## src/rtl/mem_access_ctrl.sv

```systemverilog
// mem_access_ctrl: memory-stage controller between EX/MEM and the data-memory bus.
// Non-memory ops pass to Writeback after one cycle. Loads/stores become req/ack bus
// transactions with Execute stalled until completion, a misalignment/illegal trap or a
// bus timeout.
// Ports:
//   clk, rst_n          clock, synchronous active-low reset
//   ex_*                operation from Execute; ex_ready is the accept handshake
//   flush               drop the op presented this cycle (ignored while busy)
//   mem_*               word-aligned bus request, byte enables, lane-replicated store data
//   wb_*                one-cycle result pulse to Writeback with trap flags
module mem_access_ctrl #(
  parameter int unsigned ADDR_W  = 32,
  parameter int unsigned DATA_W  = 32,
  parameter int unsigned TIMEOUT = 255
) (
  input  logic              clk,
  input  logic              rst_n,
  input  logic              ex_valid,
  output logic              ex_ready,
  input  logic              ex_is_load,
  input  logic              ex_is_store,
  input  logic [2:0]        ex_funct3,
  input  logic [ADDR_W-1:0] ex_addr,
  input  logic [DATA_W-1:0] ex_wdata,
  input  logic [4:0]        ex_rd,
  input  logic              ex_reg_write,
  input  logic              flush,
  output logic              mem_req,
  output logic              mem_we,
  output logic [ADDR_W-1:0] mem_addr,
  output logic [3:0]        mem_be,
  output logic [DATA_W-1:0] mem_wdata,
  input  logic              mem_ack,
  input  logic [DATA_W-1:0] mem_rdata,
  output logic              wb_valid,
  output logic [4:0]        wb_rd,
  output logic              wb_reg_write,
  output logic [DATA_W-1:0] wb_data,
  output logic              wb_misaligned,
  output logic              wb_bus_err
);

  localparam int unsigned CntW = (TIMEOUT > 1) ? $clog2(TIMEOUT) : 1;

  typedef enum logic [0:0] {StIdle, StAccess} state_e;

  state_e          state_q;
  logic [CntW-1:0] cnt_q;
  logic            is_load_q;
  logic [2:0]      funct3_q;
  logic [1:0]      lane_q;
  logic            reg_write_q;
  logic [4:0]      rd_q;

  logic              is_mem;
  logic              illegal;
  logic              misaligned;
  logic [3:0]        be;
  logic [DATA_W-1:0] wdata_rep;
  logic [DATA_W-1:0] rdata_sh;
  logic [DATA_W-1:0] load_data;

  assign ex_ready = (state_q == StIdle) && rst_n;

  // Decode of the op presented by Execute; load+store together counts as a store.
  always_comb begin
    is_mem     = ex_is_load || ex_is_store;
    illegal    = ex_is_store ? (ex_funct3 >= 3'b011)
                             : (ex_funct3 == 3'b011 || ex_funct3 == 3'b110 ||
                                ex_funct3 == 3'b111);
    misaligned = (ex_funct3[1:0] == 2'b10 && ex_addr[1:0] != 2'b00) ||
                 (ex_funct3[1:0] == 2'b01 && ex_addr[0]);
    be        = 4'b1111;
    wdata_rep = ex_wdata;
    unique case (ex_funct3[1:0])
      2'b00: begin
        be        = 4'b0001 << ex_addr[1:0];
        wdata_rep = {4{ex_wdata[7:0]}};
      end
      2'b01: begin
        be        = 4'b0011 << ex_addr[1:0];
        wdata_rep = {2{ex_wdata[15:0]}};
      end
      default: begin
        be        = 4'b1111;
        wdata_rep = ex_wdata;
      end
    endcase
  end

  // Lane select and extension of the returning load data.
  always_comb begin
    rdata_sh = mem_rdata >> {lane_q, 3'b000};
    case (funct3_q)
      3'b000:  load_data = {{(DATA_W-8){rdata_sh[7]}}, rdata_sh[7:0]};
      3'b001:  load_data = {{(DATA_W-16){rdata_sh[15]}}, rdata_sh[15:0]};
      3'b100:  load_data = {{(DATA_W-8){1'b0}}, rdata_sh[7:0]};
      3'b101:  load_data = {{(DATA_W-16){1'b0}}, rdata_sh[15:0]};
      default: load_data = mem_rdata;
    endcase
  end

  always_ff @(posedge clk) begin
    if (!rst_n) begin
      state_q       <= StIdle;
      cnt_q         <= '0;
      is_load_q     <= 1'b0;
      funct3_q      <= 3'b000;
      lane_q        <= 2'b00;
      reg_write_q   <= 1'b0;
      rd_q          <= 5'd0;
      mem_req       <= 1'b0;
      mem_we        <= 1'b0;
      mem_addr      <= '0;
      mem_be        <= 4'b0000;
      mem_wdata     <= '0;
      wb_valid      <= 1'b0;
      wb_rd         <= 5'd0;
      wb_reg_write  <= 1'b0;
      wb_data       <= '0;
      wb_misaligned <= 1'b0;
      wb_bus_err    <= 1'b0;
    end else begin
      wb_valid      <= 1'b0;
      wb_misaligned <= 1'b0;
      wb_bus_err    <= 1'b0;
      case (state_q)
        StIdle: begin
          if (ex_valid && !flush) begin
            if (!is_mem) begin
              wb_valid     <= 1'b1;
              wb_data      <= DATA_W'(ex_addr);
              wb_rd        <= ex_rd;
              wb_reg_write <= ex_reg_write;
            end else if (illegal || misaligned) begin
              wb_valid      <= 1'b1;
              wb_misaligned <= 1'b1;
              wb_reg_write  <= 1'b0;
              wb_rd         <= ex_rd;
              wb_data       <= '0;
            end else begin
              mem_req     <= 1'b1;
              mem_we      <= ex_is_store;
              mem_addr    <= {ex_addr[ADDR_W-1:2], 2'b00};
              mem_be      <= be;
              mem_wdata   <= wdata_rep;
              is_load_q   <= !ex_is_store;
              funct3_q    <= ex_funct3;
              lane_q      <= ex_addr[1:0];
              reg_write_q <= ex_reg_write;
              rd_q        <= ex_rd;
              cnt_q       <= '0;
              state_q     <= StAccess;
            end
          end
        end
        StAccess: begin
          // Ack wins over a timeout landing on the same edge.
          if (mem_ack) begin
            mem_req      <= 1'b0;
            wb_valid     <= 1'b1;
            wb_rd        <= rd_q;
            wb_reg_write <= is_load_q && reg_write_q;
            wb_data      <= is_load_q ? load_data : '0;
            state_q      <= StIdle;
          end else if (cnt_q == CntW'(TIMEOUT - 1)) begin
            mem_req      <= 1'b0;
            wb_valid     <= 1'b1;
            wb_bus_err   <= 1'b1;
            wb_reg_write <= 1'b0;
            wb_rd        <= rd_q;
            wb_data      <= '0;
            state_q      <= StIdle;
          end else begin
            cnt_q <= cnt_q + 1'b1;
          end
        end
        default: state_q <= StIdle;
      endcase
    end
  end

endmodule
```

## config.mk

```make
export PLATFORM = sky130hd
export DESIGN_NAME = mem_access_ctrl
export DESIGN_NICKNAME = d
export VERILOG_FILES = /design/src/rtl/mem_access_ctrl.sv
export SDC_FILE = /design/constraint.sdc
export NUM_CORES = 1
export LEC_CHECK = 0
export BUFFER_PORTS_ARGS = -buffer_cell sky130_fd_sc_hd__buf_2
export CAP_MARGIN = 10
export CORE_MARGIN = 4
export CORE_UTILIZATION = 54
export CTS_BUF_LIST = sky130_fd_sc_hd__clkbuf_8 sky130_fd_sc_hd__clkbuf_16
export DETAILED_ROUTE_END_ITERATION = 10
export PLACE_DENSITY = 0.95
export SLEW_MARGIN = 20
export SYNTH_ARGS = -nofsm -noshare
export SYNTH_HDL_FRONTEND = slang
export SYNTH_SLANG_ARGS = --single-unit
```

## constraint.sdc

```tcl
create_clock -name clk -period 6.04 [get_ports clk]
set_clock_uncertainty 0.2 [all_clocks]
set_input_delay 0.906 -clock clk [delete_from_list [all_inputs] [get_ports clk]]
set_output_delay 0.906 -clock clk [all_outputs]
set_load 0.01 [all_outputs]
```

==> flow_summary.rst, run 1 <==
.. list-table::
   :header-rows: 1

   * - Metric
     - Value
   * - Setup_tns
     - 0 ns
   * - Period utilisation layout
     - 58.7%
   * - Buffer type at the clock tree root
     - sky130_fd_sc_hd__clkbuf_16
   * - GRT Util Overall
     - 28.5%
   * - R2r startpoint
     - lane_q[1]
   * - Post-synthesis register bit count
     - 130
   * - Buf/Inv on CP
     - 3
   * - Critical setup path kind
     - input port to primary output
   * - Remaining global-route overflow
     - 0
   * - Cell type with the highest occurrence count on the critical path
     - sky130_fd_sc_hd__buf_2
   * - Vias in the first global route
     - 5963
   * - Worst Max-Slew Pin Slew
     - 1.15 ns
   * - Startpoint Class
     - input port
   * - Final ANT Viol Nets
     - 0
   * - Cell with the largest stage delay on the worst path
     - sky130_fd_sc_hd__inv_2
   * - Clock buffer count from CTS
     - 17
   * - Crit path max-delay family
     - buffers and inverters
   * - Die Footprint
     - 13100 um2
   * - Number of instances in the synthesized netlist
     - 740
   * - Final net count
     - approximately 1000
   * - Type of the most critical hold path
     - register to register
   * - Achievable frequency
     - 282 MHz
   * - Half-perimeter wire length after placement
     - between 10000 and 15000 um
   * - Die width
     - 114 um
   * - Initial cell density of the core
     - around 56%
   * - Pins over their slew limit
     - 0
   * - H-Tree Depth
     - 4
   * - Area growth from synthesis to final layout
     - 24.6%
   * - Power Density
     - ~290 nW/um2
   * - Number of setup violations in the final report
     - 0
   * - PnR Total Power
     - 2200 uW
   * - FF+latch area
     - 2600 um2
   * - Number of enable-type register cells in the synthesized netlist
     - 0
   * - Run status
     - finished, final reports clean
   * - Commonest cells after routing, fill and taps aside
     - 221 x sky130_fd_sc_hd__buf_2, 165 x sky130_fd_sc_hd__nand2_1, 130 x sky130_fd_sc_hd__dfxtp_1
   * - Count of standard-cell rows
     - 38
   * - Fraction of layout instances using a drive strength above 1
     - 29.7%
   * - Post-route core utilization
     - 69.4%
   * - Maximum fanout encountered on the critical timing path
     - 53
   * - Worst hold margin
     - 0.250 ns
   * - Resized cells post-CTS
     - 0
   * - Max_cap viols
     - 0
   * - Num ports
     - 224
   * - Synth Warn #
     - 0
   * - Cell-by-cell trace of the critical path
     - buf_2 -> inv_2 -> nor2_1 -> buf_2
   * - Netlist cell types
     - 57
   * - Vias per Instance
     - 5.98
   * - Static Leakage
     - 0.00327 uW
   * - Most common flop cell mapped by yosys
     - sky130_fd_sc_hd__dfxtp_1
   * - Hold Vio Cnt, Final
     - 0
   * - Worst relative slew slack
     - 23.1%
   * - Mean area per synthesized cell
     - 8.26 um2
   * - Category of the worst setup path capture point
     - primary output
   * - Reg clk slew, reported paths
     - approximately 0.060 ns
   * - RSZ-0062 raised after global routing
     - no
   * - Post-synth design cell area
     - 6110 um2
   * - Data required time of the worst path
     - 4.93 ns
   * - Total area of multi-input combinational cells
     - roughly 3100 um2
   * - Most frequent standard cell in the layout excluding fill and tap cells
     - sky130_fd_sc_hd__buf_2
   * - Post-CTS repair timing setup buffer count
     - 0
   * - Sink Count
     - 130
   * - Origin of the worst min-delay path
     - mem_addr[3]
   * - Worst IR Drop VDD
     - between 0.00015 and 0.0002 V
   * - CTS max path bufs
     - 2
   * - Number of fill cells in the layout
     - between 800 and 900
   * - Arr. time, crit path
     - 2.44 ns
   * - Routed length per instance
     - 17.9 um
   * - Routability congestion estimate from global placement
     - 0.904
   * - Routed wire length
     - 19300 um
   * - Critical Path Source
     - rst_n
   * - Cts hold-fix bufs
     - 0
   * - Initial antenna violation count
     - 1
   * - Fraction of the yosys area taken by sequential cells
     - 42.6%
   * - Die height
     - 114 um
   * - Core area
     - between 10000 and 15000 um2
   * - Wire length of the first global-routing pass
     - 29800 um
   * - Largest net degree at the start of global routing
     - 78
   * - Later-pin clock latency in the skew report
     - just over 0.4 ns
   * - TritonCTS clock tree
     - done
   * - Minimum clock period after layout
     - 3.55 ns
   * - Number of vias after detailed routing
     - 6430
   * - Port buffer count
     - around 220
   * - Number of DRC violations after detailed routing
     - 0
   * - Synth async-reset ratio
     - 0%
   * - Critical Path Max Stage Delay
     - approximately 0.57 ns
   * - First-pass detailed-route iteration total
     - 8
   * - Initial drt markers
     - about 700
through the flow:
stage               cell area [um2]  setup WS, ns  cells
global placement               7040          2.56   1043
CTS                            7610          2.49   1075
finish                         7620          2.49   1076
floorplan                      6120          3.48    741
global route                   7620          2.44   1076
detailed placement             7040          2.47   1043
Yosys cell counts, types with 2 or more instances:
master	instances	area, um2
sky130_fd_sc_hd__ha_1	2	25.0
sky130_fd_sc_hd__xor2_1	5	43.8
sky130_fd_sc_hd__dlygate4sd1_1	2	17.5
sky130_fd_sc_hd__and2_1	2	12.5
sky130_fd_sc_hd__nand2b_1	2	12.5
sky130_fd_sc_hd__and3_1	2	12.5
sky130_fd_sc_hd__buf_4	5	37.5
sky130_fd_sc_hd__o21ai_0	43	215
sky130_fd_sc_hd__clkbuf_1	34	128
sky130_fd_sc_hd__o211a_1	8	80.1
sky130_fd_sc_hd__a22oi_1	9	67.6
sky130_fd_sc_hd__o211ai_1	17	128
sky130_fd_sc_hd__buf_1	5	18.8
sky130_fd_sc_hd__nand2_1	165	619
sky130_fd_sc_hd__nor2_1	69	259
sky130_fd_sc_hd__dfxtp_1	130	2600
sky130_fd_sc_hd__mux2i_1	29	290
sky130_fd_sc_hd__inv_1	3	11.3
sky130_fd_sc_hd__clkinv_1	2	7.51
sky130_fd_sc_hd__o311a_2	6	67.6
sky130_fd_sc_hd__nand4_1	2	12.5
sky130_fd_sc_hd__or3_1	2	12.5
sky130_fd_sc_hd__a21oi_1	80	400
sky130_fd_sc_hd__buf_2	6	30.0
sky130_fd_sc_hd__o311a_1	10	100
sky130_fd_sc_hd__a311oi_1	10	87.6
sky130_fd_sc_hd__nor3_1	6	30.0
sky130_fd_sc_hd__nor2b_1	10	62.6
sky130_fd_sc_hd__a211oi_1	14	105
sky130_fd_sc_hd__nor4_1	2	12.5
sky130_fd_sc_hd__buf_6	2	22.5
sky130_fd_sc_hd__nand3_1	5	25.0
sky130_fd_sc_hd__o221ai_1	8	70.1
sky130_fd_sc_hd__o2bb2ai_1	7	61.3
sky130_fd_sc_hd__a31oi_1	8	50.1
sky130_fd_sc_hd__clkbuf_8	7	96.3
worst paths after layout:
path / end / cells past startpoint / slack, ns
min reg2reg: mem_addr[3] / 2 / 0.25
max: ex_ready / 4 / 2.49
min: mem_addr[3] / 2 / 0.25
max reg2reg: wb_data[18] / 5 / 3.12
kinds of logic after synthesis:
group / count (synthesis) / share of synthesized area, %
and+or+nand+nor: 272 / 18.5
AOI/OAI and AO/OA: 228 / 25.5
DFF: 130 / 42.6
buffers and inverters: 70 / 6.92
muxes: 31 / 5.16
xor gates and xnor gates: 6 / 0.860
adders and majority gates: 2 / 0.409
other: 1 / 0.0613
sequential cells by signal (all words and copies together), names as in the netlist, 2 cells and up:
name,count
rd_q,5
cnt_q,8
mem_be,4
wb_data,32
funct3_q,3
mem_addr,30
mem_wdata,32
lane_q,2
wb_rd,5
power by group:
| group | switching [uW] | total (uW) | internal [uW] |
|---|---|---|---|
| registers | 22.7 | 917 | 895 |
| clock network | 423 | 1000 | 577 |
| logic | 168 | 278 | 109 |
| total | 614 | 2200 | 1580 |
worst reg2reg max path, cell delays in order (launching register included):
cell                       delay, ns
sky130_fd_sc_hd__dfxtp_1        1.08
sky130_fd_sc_hd__mux2i_2        0.48
sky130_fd_sc_hd__o221ai_4       0.24
sky130_fd_sc_hd__a31oi_4        0.49
sky130_fd_sc_hd__o311a_2        0.25
sky130_fd_sc_hd__nor2_1         0.05
final cells by class:
cell class,count,share of cell area (%)
sequential,130,34.2
antenna,1,0.0329
multi-input combinational,541,40.7
inverter,6,0.296
timing repair buffer,226,15.0
clock buffer,17,5.58
clock inverter,15,1.95
tap,140,2.30
metal layers:
layer  track usage, %  vias up  part of all wire (%)
met2             46.2      398                    47
met1             35.3     2984                    38
li1                 -     2979                     -
met3             7.51       69                    12
met5                0        -                     0
met4             13.5        0                   3.9
(Power assumes the default switching activity.)
==> run 2: changes to the inputs <==
--- a/config.mk
+++ b/config.mk
@@ -8,10 +8,10 @@
 export BUFFER_PORTS_ARGS = -buffer_cell sky130_fd_sc_hd__buf_2
 export CAP_MARGIN = 10
 export CORE_MARGIN = 4
-export CORE_UTILIZATION = 54
+export CORE_UTILIZATION = 50
 export CTS_BUF_LIST = sky130_fd_sc_hd__clkbuf_8 sky130_fd_sc_hd__clkbuf_16
 export DETAILED_ROUTE_END_ITERATION = 10
-export PLACE_DENSITY = 0.95
+export PLACE_DENSITY = 0.9
 export SLEW_MARGIN = 20
 export SYNTH_ARGS = -nofsm -noshare
 export SYNTH_HDL_FRONTEND = slang
==> constraint.sdc (replaced) <==
create_clock -name clk -period 3.4 [get_ports clk]
set_clock_uncertainty 0.2 [all_clocks]
set_input_delay 0.51 -clock clk [delete_from_list [all_inputs] [get_ports clk]]
set_output_delay 0.51 -clock clk [all_outputs]
set_load 0.01 [all_outputs]
==> flow_summary.rst, run 2 (same netlist as run 1, synthesis figures left out) <==
.. list-table::
   :header-rows: 1

   * - Metric
     - Value
   * - Port buffer count
     - 221 (unchanged)
   * - Sink of the worst hold path
     - mem_addr[9]
   * - Data required time of the worst path
     - 3.55 ns (-1.38 ns)
   * - Maximum fanout encountered on the critical timing path
     - 22 (-58%)
   * - Die height
     - 119 um (+3.6%)
   * - Gr busiest metal
     - met2
   * - Post-CTS repair timing setup buffer count
     - 0 (unchanged)
   * - Die Footprint
     - 14100 um2 (+7.4%)
   * - First-pass detailed-route iteration total
     - 5 (-3)
   * - FF+latch area
     - 2600 um2 (unchanged)
   * - Commonest cells after routing, fill and taps aside
     - 221 x sky130_fd_sc_hd__buf_2, 165 x sky130_fd_sc_hd__nand2_1, 130 x sky130_fd_sc_hd__dfxtp_1
   * - Count of cells along the worst hold path
     - 3 (+1)
   * - Fraction of layout instances using a drive strength above 1
     - 30.0% (+0.31 points)
   * - Vias per Instance
     - 5.73 (-4.0%)
   * - Category of the worst setup path capture point
     - register
   * - Type of the most critical hold path
     - input port to register
   * - Met1 track utilization from global routing
     - 32.2% (-3.1 points)
   * - Largest net degree at the start of global routing
     - 60 (-23%)
   * - Count of standard-cell rows
     - 40 (+5.3%)
   * - Routed wire length
     - 19100 um (-0.92%)
   * - Power Density
     - 525 nW/um2 (+82%)
   * - Cell with the largest stage delay on the worst path
     - sky130_fd_sc_hd__dfxtp_1
   * - Static Leakage
     - 0.00336 uW (+2.7%)
   * - Reg2reg setup slack
     - 0.78 ns (-2.34 ns)
   * - Pins over their slew limit
     - 0 (unchanged)
   * - Startpoint Class
     - register
   * - Worst Max-Slew Pin Slew
     - 0.772 ns (-0.380 ns)
   * - TritonCTS clock tree
     - done
   * - Final net count
     - 1043 (+0.68%)
   * - Reg clk slew, reported paths
     - 0.05 ns (about the same)
   * - Initial cell density of the core
     - 50.9% (-4.8 points)
   * - Minimum clock period after layout
     - 2.62 ns
   * - R2r startpoint
     - lane_q[0]
   * - Cts hold-fix bufs
     - 0 (unchanged)
   * - Routability congestion estimate from global placement
     - 0.932 (+3.1%)
   * - Worst relative slew slack
     - 48.4% (+25 points)
   * - Resized cells post-CTS
     - 0 (unchanged)
   * - Remaining global-route overflow
     - 0 (unchanged)
   * - Max_cap viols
     - 0 (unchanged)
   * - Hold Vio Cnt, Final
     - 0 (unchanged)
   * - Sink Count
     - 130 (unchanged)
   * - Period utilisation layout
     - 77.1%
   * - Worst IR Drop VDD
     - 0.000363 V (+130%)
   * - Most frequent standard cell in the layout excluding fill and tap cells
     - sky130_fd_sc_hd__buf_2
   * - Met3 usage in global routing
     - 8.56% (+1.1 points)
   * - Vias in the first global route
     - 5847 (-1.9%)
   * - Arr. time, crit path
     - 2.77 ns (+0.33 ns)
   * - Setup ws final
     - 0.777 ns (-1.71 ns)
   * - Leading registers by flop count
     - mem_wdata (32), wb_data (32), mem_addr (30)
   * - Critical Path Max Stage Delay
     - 0.82 ns (+0.25 ns)
   * - Number of setup violations in the final report
     - 0 (unchanged)
   * - Final ANT Viol Nets
     - 0 (unchanged)
   * - CTS max path bufs
     - 2 (unchanged)
   * - H-Tree Depth
     - 4 (unchanged)
   * - Buffer type at the clock tree root
     - sky130_fd_sc_hd__clkbuf_16
   * - Initial drt markers
     - 622 (-13%)
   * - Initial antenna violation count
     - 0 (-1)
   * - Post-placement setup slack
     - 0.656 ns (-1.81 ns)
   * - Run status
     - finished, final reports clean
   * - GRT Util Overall
     - 26.6% (-1.9 points)
   * - Number of DRC violations after detailed routing
     - 0 (unchanged)
   * - Num ports
     - 224 (unchanged)
   * - R2r worst-path depth
     - 5 (unchanged)
   * - RSZ-0062 raised after global routing
     - no
   * - Number of vias after detailed routing
     - 6251 (-2.8%)
   * - Wire length of the first global-routing pass
     - 30200 um (+1.4%)
   * - Met2 track utilization from global routing
     - 42.9% (-3.2 points)
   * - Later-pin clock latency in the skew report
     - 0.41 ns (about the same)
   * - Achievable frequency
     - about 380 MHz
   * - Die width
     - 119 um (+3.6%)
   * - Critical setup path kind
     - register to register
   * - Core area
     - 12000 um2 (+9.4%)
   * - Total area of multi-input combinational cells
     - 3100 um2 (unchanged)
   * - RR Endpoint
     - wb_data[20]
   * - Area growth from synthesis to final layout
     - 26.7%
   * - Half-perimeter wire length after placement
     - 13500 um (+0.84%)
   * - Origin of the worst min-delay path
     - ex_addr[9]
   * - Clock buffer count from CTS
     - 17 (unchanged)
   * - Setup_tns
     - 0 ns (unchanged)
   * - Routed length per instance
     - 17.5 um (-2.2%)
   * - Cell-by-cell trace of the critical path
     - or3b_4 -> o221ai_4 -> a31oi_4 -> o311a_2 -> nor2_1
   * - Number of fill cells in the layout
     - 1011 (+18%)
==> run 2: cell count changes in the layout (fill, tap and decap cells not counted) <==
cell	previous run	this run
sky130_fd_sc_hd__inv_8	1	0
sky130_fd_sc_hd__buf_4	5	11
sky130_fd_sc_hd__clkbuf_8	0	3
sky130_fd_sc_hd__buf_12	0	1
sky130_fd_sc_hd__clkinv_2	0	4
sky130_fd_sc_hd__clkinv_4	3	0
sky130_fd_sc_hd__clkinvlp_4	5	2
sky130_fd_sc_hd__inv_1	3	5
sky130_fd_sc_hd__bufinv_16	1	4
sky130_fd_sc_hd__inv_6	5	0
==> run 2: power by group <==
group	leakage, uW	switching [uW]	total (uW)	internal, uW
combinational	0.00199	298	499	200
sequential	0.00106	41.2	1630	1590
clock	0.000314	660	1930	1270
==> run 2: area by class of cell <==
class / instances / share of cell area [%]
diodes: 1 / 0.0323
clock buffers: 20 / 6.02
clock inverters: 12 / 2.10
inverters: 6 / 0.291
multi-input cells: 541 / 40.0
flip-flops and latches: 130 / 33.6
well taps: 147 / 2.37
repair buffers: 233 / 15.6
==> run 2: per-stage QoR <==
| step | hold WS [ns] | cell area (um2) | utilization [%] | total power [uW] | std cells |
|---|---|---|---|---|---|
| 2_1_floorplan | 0.236 | 6120 | - | 1950 | 741 |
| 3_3_place_gp | 0.239 | 7110 | 59.2 | 2140 | 1057 |
| 3_5_place_dp | 0.245 | 7110 | 59.2 | 2150 | 1057 |
| 4_1_cts | 0.129 | 7740 | 64.5 | 4080 | 1089 |
| 5_1_grt | 0.139 | 7740 | 64.5 | 4210 | 1089 |
| 6_report | 0.148 | 7750 | 64.5 | 4060 | 1090 |
==> run 2: worst max-delay path by stage <==
| stage | startpoint | to | slack, ns | cells after the start |
|---|---|---|---|---|
| after global routing | lane_q[0] | wb_data[21] | 0.59 | 5 |
| final | lane_q[0] | wb_data[20] | 0.78 | 5 |
| after detailed placement | ex_funct3[0] | wb_data[14] | 0.66 | 7 |
| after floorplan | ex_addr[0] | wb_data[11] | 1.24 | 7 |
| after CTS | lane_q[0] | wb_data[20] | 0.80 | 5 |
| after global placement | ex_funct3[0] | wb_data[10] | 0.74 | 7 |
==> run 2: per-layer routing <==
metal  vias to the layer above  share of wire (%)
met5                         -                  0
met4                         0                3.5
met3                        55                 10
met2                       342                 47
met1                      2855                 39
li1                       2999                  -
==> run 2: critical path: cells and delay by family, from the launching register on <==
| family | cells | cell delay, ns |
|---|---|---|
| flops | 1 | 0.82 |
| simple gates | 2 | 0.58 |
| compound gates | 3 | 0.96 |
==> run 3: changes to the inputs <==
--- a/config.mk
+++ b/config.mk
@@ -5,10 +5,11 @@
 export SDC_FILE = /design/constraint.sdc
 export NUM_CORES = 1
 export LEC_CHECK = 0
+export ABC_AREA = 1
 export BUFFER_PORTS_ARGS = -buffer_cell sky130_fd_sc_hd__buf_2
 export CAP_MARGIN = 10
 export CORE_MARGIN = 4
-export CORE_UTILIZATION = 50
+export CORE_UTILIZATION = 51
 export CTS_BUF_LIST = sky130_fd_sc_hd__clkbuf_8 sky130_fd_sc_hd__clkbuf_16
 export DETAILED_ROUTE_END_ITERATION = 10
 export PLACE_DENSITY = 0.9
==> constraint.sdc (replaced) <==
create_clock -name clk -period 2.67 [get_ports clk]
set_clock_uncertainty 0.2 [all_clocks]
set_input_delay 0.4005 -clock clk [delete_from_list [all_inputs] [get_ports clk]]
set_output_delay 0.4005 -clock clk [all_outputs]
set_load 0.01 [all_outputs]
==> flow_summary.rst, run 3 <==
.. list-table::
   :header-rows: 1

   * - Metric
     - Value
   * - Vias per Instance
     - 5.17 (-9.8%)
   * - Fraction of layout instances using a drive strength above 1
     - 22.2% (-7.9 points)
   * - RSZ-0062 raised after global routing
     - no
   * - Later-pin clock latency in the skew report
     - 0.41 ns (about the same)
   * - GRT Util Overall
     - 28.1% (+1.5 points)
   * - Fraction of power consumed by combinational cells
     - 13.8% (+1.5 points)
   * - Die width
     - 122 um (+2.6%)
   * - Minimum clock period after layout
     - 2.13 ns (-0.490 ns)
   * - Synth async-reset ratio
     - 0% (unchanged)
   * - Proportion of synthesized area in mux cells
     - 0% (-5.2 points)
   * - Critical Path Sink
     - wb_data[5]
   * - Net Switching
     - 1300 uW (+30%)
   * - Reg clk slew, reported paths
     - 0.06 ns (about the same)
   * - Levels on crit path
     - 8 (+3)
   * - Post-synthesis register bit count
     - 130 (unchanged)
   * - Sequential fraction of design power
     - 41.4% (+1.3 points)
   * - Synth Warn #
     - 0 (unchanged)
   * - Most frequent standard cell in the layout excluding fill and tap cells
     - sky130_fd_sc_hd__nand2_1
   * - Crit path max-delay family
     - simple AND/OR/NAND/NOR gates
   * - Hold Vio Cnt, Final
     - 0 (unchanged)
   * - Wire length of the first global-routing pass
     - 33200 um (+9.7%)
   * - Worst relative slew slack
     - 57.8% (+9.4 points)
   * - Remaining global-route overflow
     - 0 (unchanged)
   * - Power Density
     - 595 nW/um2 (+13%)
   * - Worst hold margin
     - 0.0412 ns (-0.107 ns)
   * - Data required time of the worst path
     - 2.82 ns (-0.73 ns)
   * - Number of setup violations in the final report
     - 0 (unchanged)
   * - Number of fill cells in the layout
     - 1142 (+13%)
   * - Initial cell density of the core
     - 52.2% (+1.3 points)
   * - XOR/XNOR share of the synthesized area
     - 0.133% (-0.73 points)
   * - Cts hold-fix bufs
     - 1 (+1)
   * - Commonest cells after routing, fill and taps aside
     - 419 x sky130_fd_sc_hd__nand2_1, 221 x sky130_fd_sc_hd__buf_2, 139 x sky130_fd_sc_hd__a21oi_1
   * - Critical Path Source
     - state_q
   * - Max_cap viols
     - 0 (unchanged)
   * - Cell-by-cell trace of the critical path
     - buf_4 -> nand3_1 -> buf_4 -> nor2_1 -> nand2_1 -> nand2_1 -> nor2_1 -> nor2_1
   * - Num ports
     - 224 (unchanged)
   * - Static Leakage
     - 0.00430 uW (+28%)
   * - Cell type with the highest occurrence count on the critical path
     - sky130_fd_sc_hd__nor2_1
   * - Number of vias after detailed routing
     - 7523 (+20%)
   * - Clk pwr share
     - 44.8% (-2.8 points)
   * - Achievable frequency
     - 469 MHz (+23%)
   * - Post-CTS repair timing setup buffer count
     - 0 (unchanged)
   * - Cell internal pwr
     - 3690 uW (+20%)
   * - Most common flop cell mapped by yosys
     - sky130_fd_sc_hd__dfxtp_1
   * - Initial drt markers
     - 810 (+30%)
   * - Buf/Inv on CP
     - 2 (+2)
   * - Routed length per instance
     - 14.5 um (-17%)
   * - Arr. time, crit path
     - 2.28 ns (-0.49 ns)
   * - CTS max path bufs
     - 2 (unchanged)
   * - Netlist cell types
     - 26 (-54%)
   * - Post-synth top cells
     - 419 x sky130_fd_sc_hd__nand2_1, 139 x sky130_fd_sc_hd__a21oi_1, 130 x sky130_fd_sc_hd__dfxtp_1
   * - R2r startpoint
     - state_q
   * - Count of cells along the worst hold path
     - 3 (unchanged)
   * - Simple-gate portion of the synthesized area
     - 35.3% (+17 points)
   * - Final ANT Viol Nets
     - 0 (unchanged)
   * - Resized cells post-CTS
     - 0 (unchanged)
   * - Cell with the largest stage delay on the worst path
     - sky130_fd_sc_hd__nand3_1
   * - Pins over their slew limit
     - 0 (unchanged)
   * - Port buffer count
     - 221 (unchanged)
   * - Leading registers by flop count
     - mem_wdata (32), wb_data (32), mem_addr (30)
   * - Complex-gate fraction of the synthesized area
     - 14.7% (-11 points)
   * - R2r worst-path depth
     - 8 (+3)
   * - DP Cell Count
     - 1422 (+35%)
   * - Sink Count
     - 130 (unchanged)
   * - Vias in the first global route
     - 6944 (+19%)
   * - RR Endpoint
     - wb_data[5]
   * - Buffer type at the clock tree root
     - sky130_fd_sc_hd__clkbuf_16
   * - Number of enable-type register cells in the synthesized netlist
     - 0 (unchanged)
   * - Routability congestion estimate from global placement
     - 0.921 (-1.2%)
   * - First-pass detailed-route iteration total
     - 6 (+1)
   * - H-Tree Depth
     - 4 (unchanged)
   * - Maximum fanout encountered on the critical timing path
     - 29 (+32%)
   * - Critical setup path kind
     - register to register
   * - Mean area per synthesized cell
     - 6.15 um2 (-26%)
   * - Number of cells in the finished layout apart from fillers
     - 1454 (+33%)
   * - FF+latch area
     - 2600 um2 (unchanged)
   * - Number of instances in the synthesized netlist
     - 1071 (+45%)
   * - Type of the most critical hold path
     - input port to register
   * - Reg2reg setup slack
     - 0.54 ns (-0.24 ns)
   * - Half-perimeter wire length after placement
     - 15500 um (+14%)
   * - Area growth from synthesis to final layout
     - 27.3%
   * - Post-synth design cell area
     - 6590 um2 (+7.7%)
   * - Category of the worst setup path capture point
     - register
   * - Share of the synthesized area in the top cell type
     - 39.5% (-3.1 points)
   * - Post-Synth Adder-Cell Area
     - 0.380% (-0.029 points)
   * - Final net count
     - 1384 (+33%)
   * - Core area
     - 12600 um2 (+5.1%)
   * - Routed wire length
     - 21100 um (+11%)
   * - Number of DRC violations after detailed routing
     - 0 (unchanged)
   * - Setup_tns
     - 0 ns (unchanged)
   * - Die height
     - 122 um (+2.6%)
   * - Worst Max-Slew Pin Slew
     - 0.632 ns (-0.141 ns)
   * - Initial antenna violation count
     - 1 (+1)
   * - Library cell with the highest instance count after synthesis
     - sky130_fd_sc_hd__nand2_1
   * - Critical Path Max Stage Delay
     - 0.42 ns (-0.40 ns)
   * - Total area of multi-input combinational cells
     - 3340 um2 (+7.9%)
   * - Die Footprint
     - 14800 um2 (+5.2%)
   * - Startpoint Class
     - register
   * - Top cells by area, synth
     - sky130_fd_sc_hd__dfxtp_1 40%, sky130_fd_sc_hd__nand2_1 24%, sky130_fd_sc_hd__a21oi_1 11%, sky130_fd_sc_hd__nor2_1 5.9%, sky130_fd_sc_hd__inv_1 5.0%
   * - Period utilisation layout
     - 79.9% (+2.7 points)
   * - Cell accounting for the most synthesized area
     - sky130_fd_sc_hd__dfxtp_1
   * - Worst IR Drop VDD
     - 0.000463 V (+28%)
   * - Largest family of logic cells by synthesized area
     - simple AND/OR/NAND/NOR gates
   * - Clock buffer count from CTS
     - 17 (unchanged)
   * - Run status
     - finished, final reports clean
   * - Count of standard-cell rows
     - 41 (+2.5%)
   * - Switching Share
     - 26.1% (+1.5 points)
   * - Largest net degree at the start of global routing
     - 84 (+40%)
   * - TritonCTS clock tree
     - done
   * - Fraction of the yosys area taken by sequential cells
     - 39.5% (-3.1 points)
run 3: cell count changes in the layout (fill, tap and decap cells not counted), sizes merged, moves of 14 or more:
cell    change
inv        +91
mux2i      -30
o211ai     -15
nand2     +254
a21oi      +59
o311a      -16
nand3      +48
nor2       +37
a211oi     -14
run 3: final cells by class:
class	count	area share (%)
diodes	1	0.0298
clock buffers	20	5.57
clock inverters	10	1.15
inverters	92	4.12
multi-input cells	784	39.9
flip-flops and latches	130	31.0
well taps	172	2.57
repair buffers	245	15.7
run 3: per-stage QoR:
step	power [uW]	instance area, um2	utilization, %	worst slack, ns
2_1_floorplan	2500	6590	-	0.964
3_3_place_gp	2770	7810	61.9	0.483
3_5_place_dp	2780	7810	61.9	0.406
4_1_cts	4990	8380	66.4	0.545
5_1_grt	5180	8380	66.4	0.392
6_report	4990	8380	66.4	0.537
run 3: how the worst min path moves through the flow:
| stage | end | startpoint | slack [ns] |
|---|---|---|---|
| 4_1_cts | mem_addr[24] | ex_addr[24] | 0.04 |
| 6_report | mem_addr[24] | ex_addr[24] | 0.04 |
| 3_5_place_dp | rd_q[3] | rd_q[3] | 0.24 |
| 5_1_grt | mem_addr[25] | ex_addr[25] | 0.04 |
| 2_1_floorplan | rd_q[0] | rd_q[0] | 0.22 |
| 3_3_place_gp | rd_q[1] | rd_q[1] | 0.24 |
run 3: kinds of logic (layout without fill, tap and decap cells):
kind of cell	after synthesis	in the layout
AOI/OAI and AO/OA	191	191
adders and majority gates	2	2
xor gates and xnor gates	1	1
buffers and inverters	158	367
other	1	3
DFF	130	130
and+or+nand+nor	588	588
run 3: power by group through the flow:
| stage | registers, uW | logic [uW] | clock network [uW] |
|---|---|---|---|
| 6_report | 2070 | 687 | 2240 |
| 5_1_grt | 2070 | 764 | 2340 |
| 4_1_cts | 2070 | 681 | 2240 |
| 3_5_place_dp | 2110 | 673 | 0 |
| 3_3_place_gp | 2100 | 667 | 0 |
| 2_1_floorplan | 2130 | 368 | 0 |
run 3: per-layer routing:
layer / GRT usage [%] / share of wire [%] / vias up
met5: 0 / 0 / -
li1: - / - / 3737
met2: 47.8 / 48 / 371
met4: 8.68 / 1.9 / 0
met3: 7.80 / 9.4 / 37
met1: 34.6 / 41 / 3378
run 3: worst register-to-register path, cell delays in order (launching register included):
cell and delay (ns):
sky130_fd_sc_hd__dfxtp_1 0.38, sky130_fd_sc_hd__buf_4 0.35, sky130_fd_sc_hd__nand3_1 0.42, sky130_fd_sc_hd__buf_4 0.34, sky130_fd_sc_hd__nor2_1 0.10, sky130_fd_sc_hd__nand2_1 0.07, sky130_fd_sc_hd__nand2_1 0.07, sky130_fd_sc_hd__nor2_1 0.04
sky130_fd_sc_hd__nor2_1 0.11
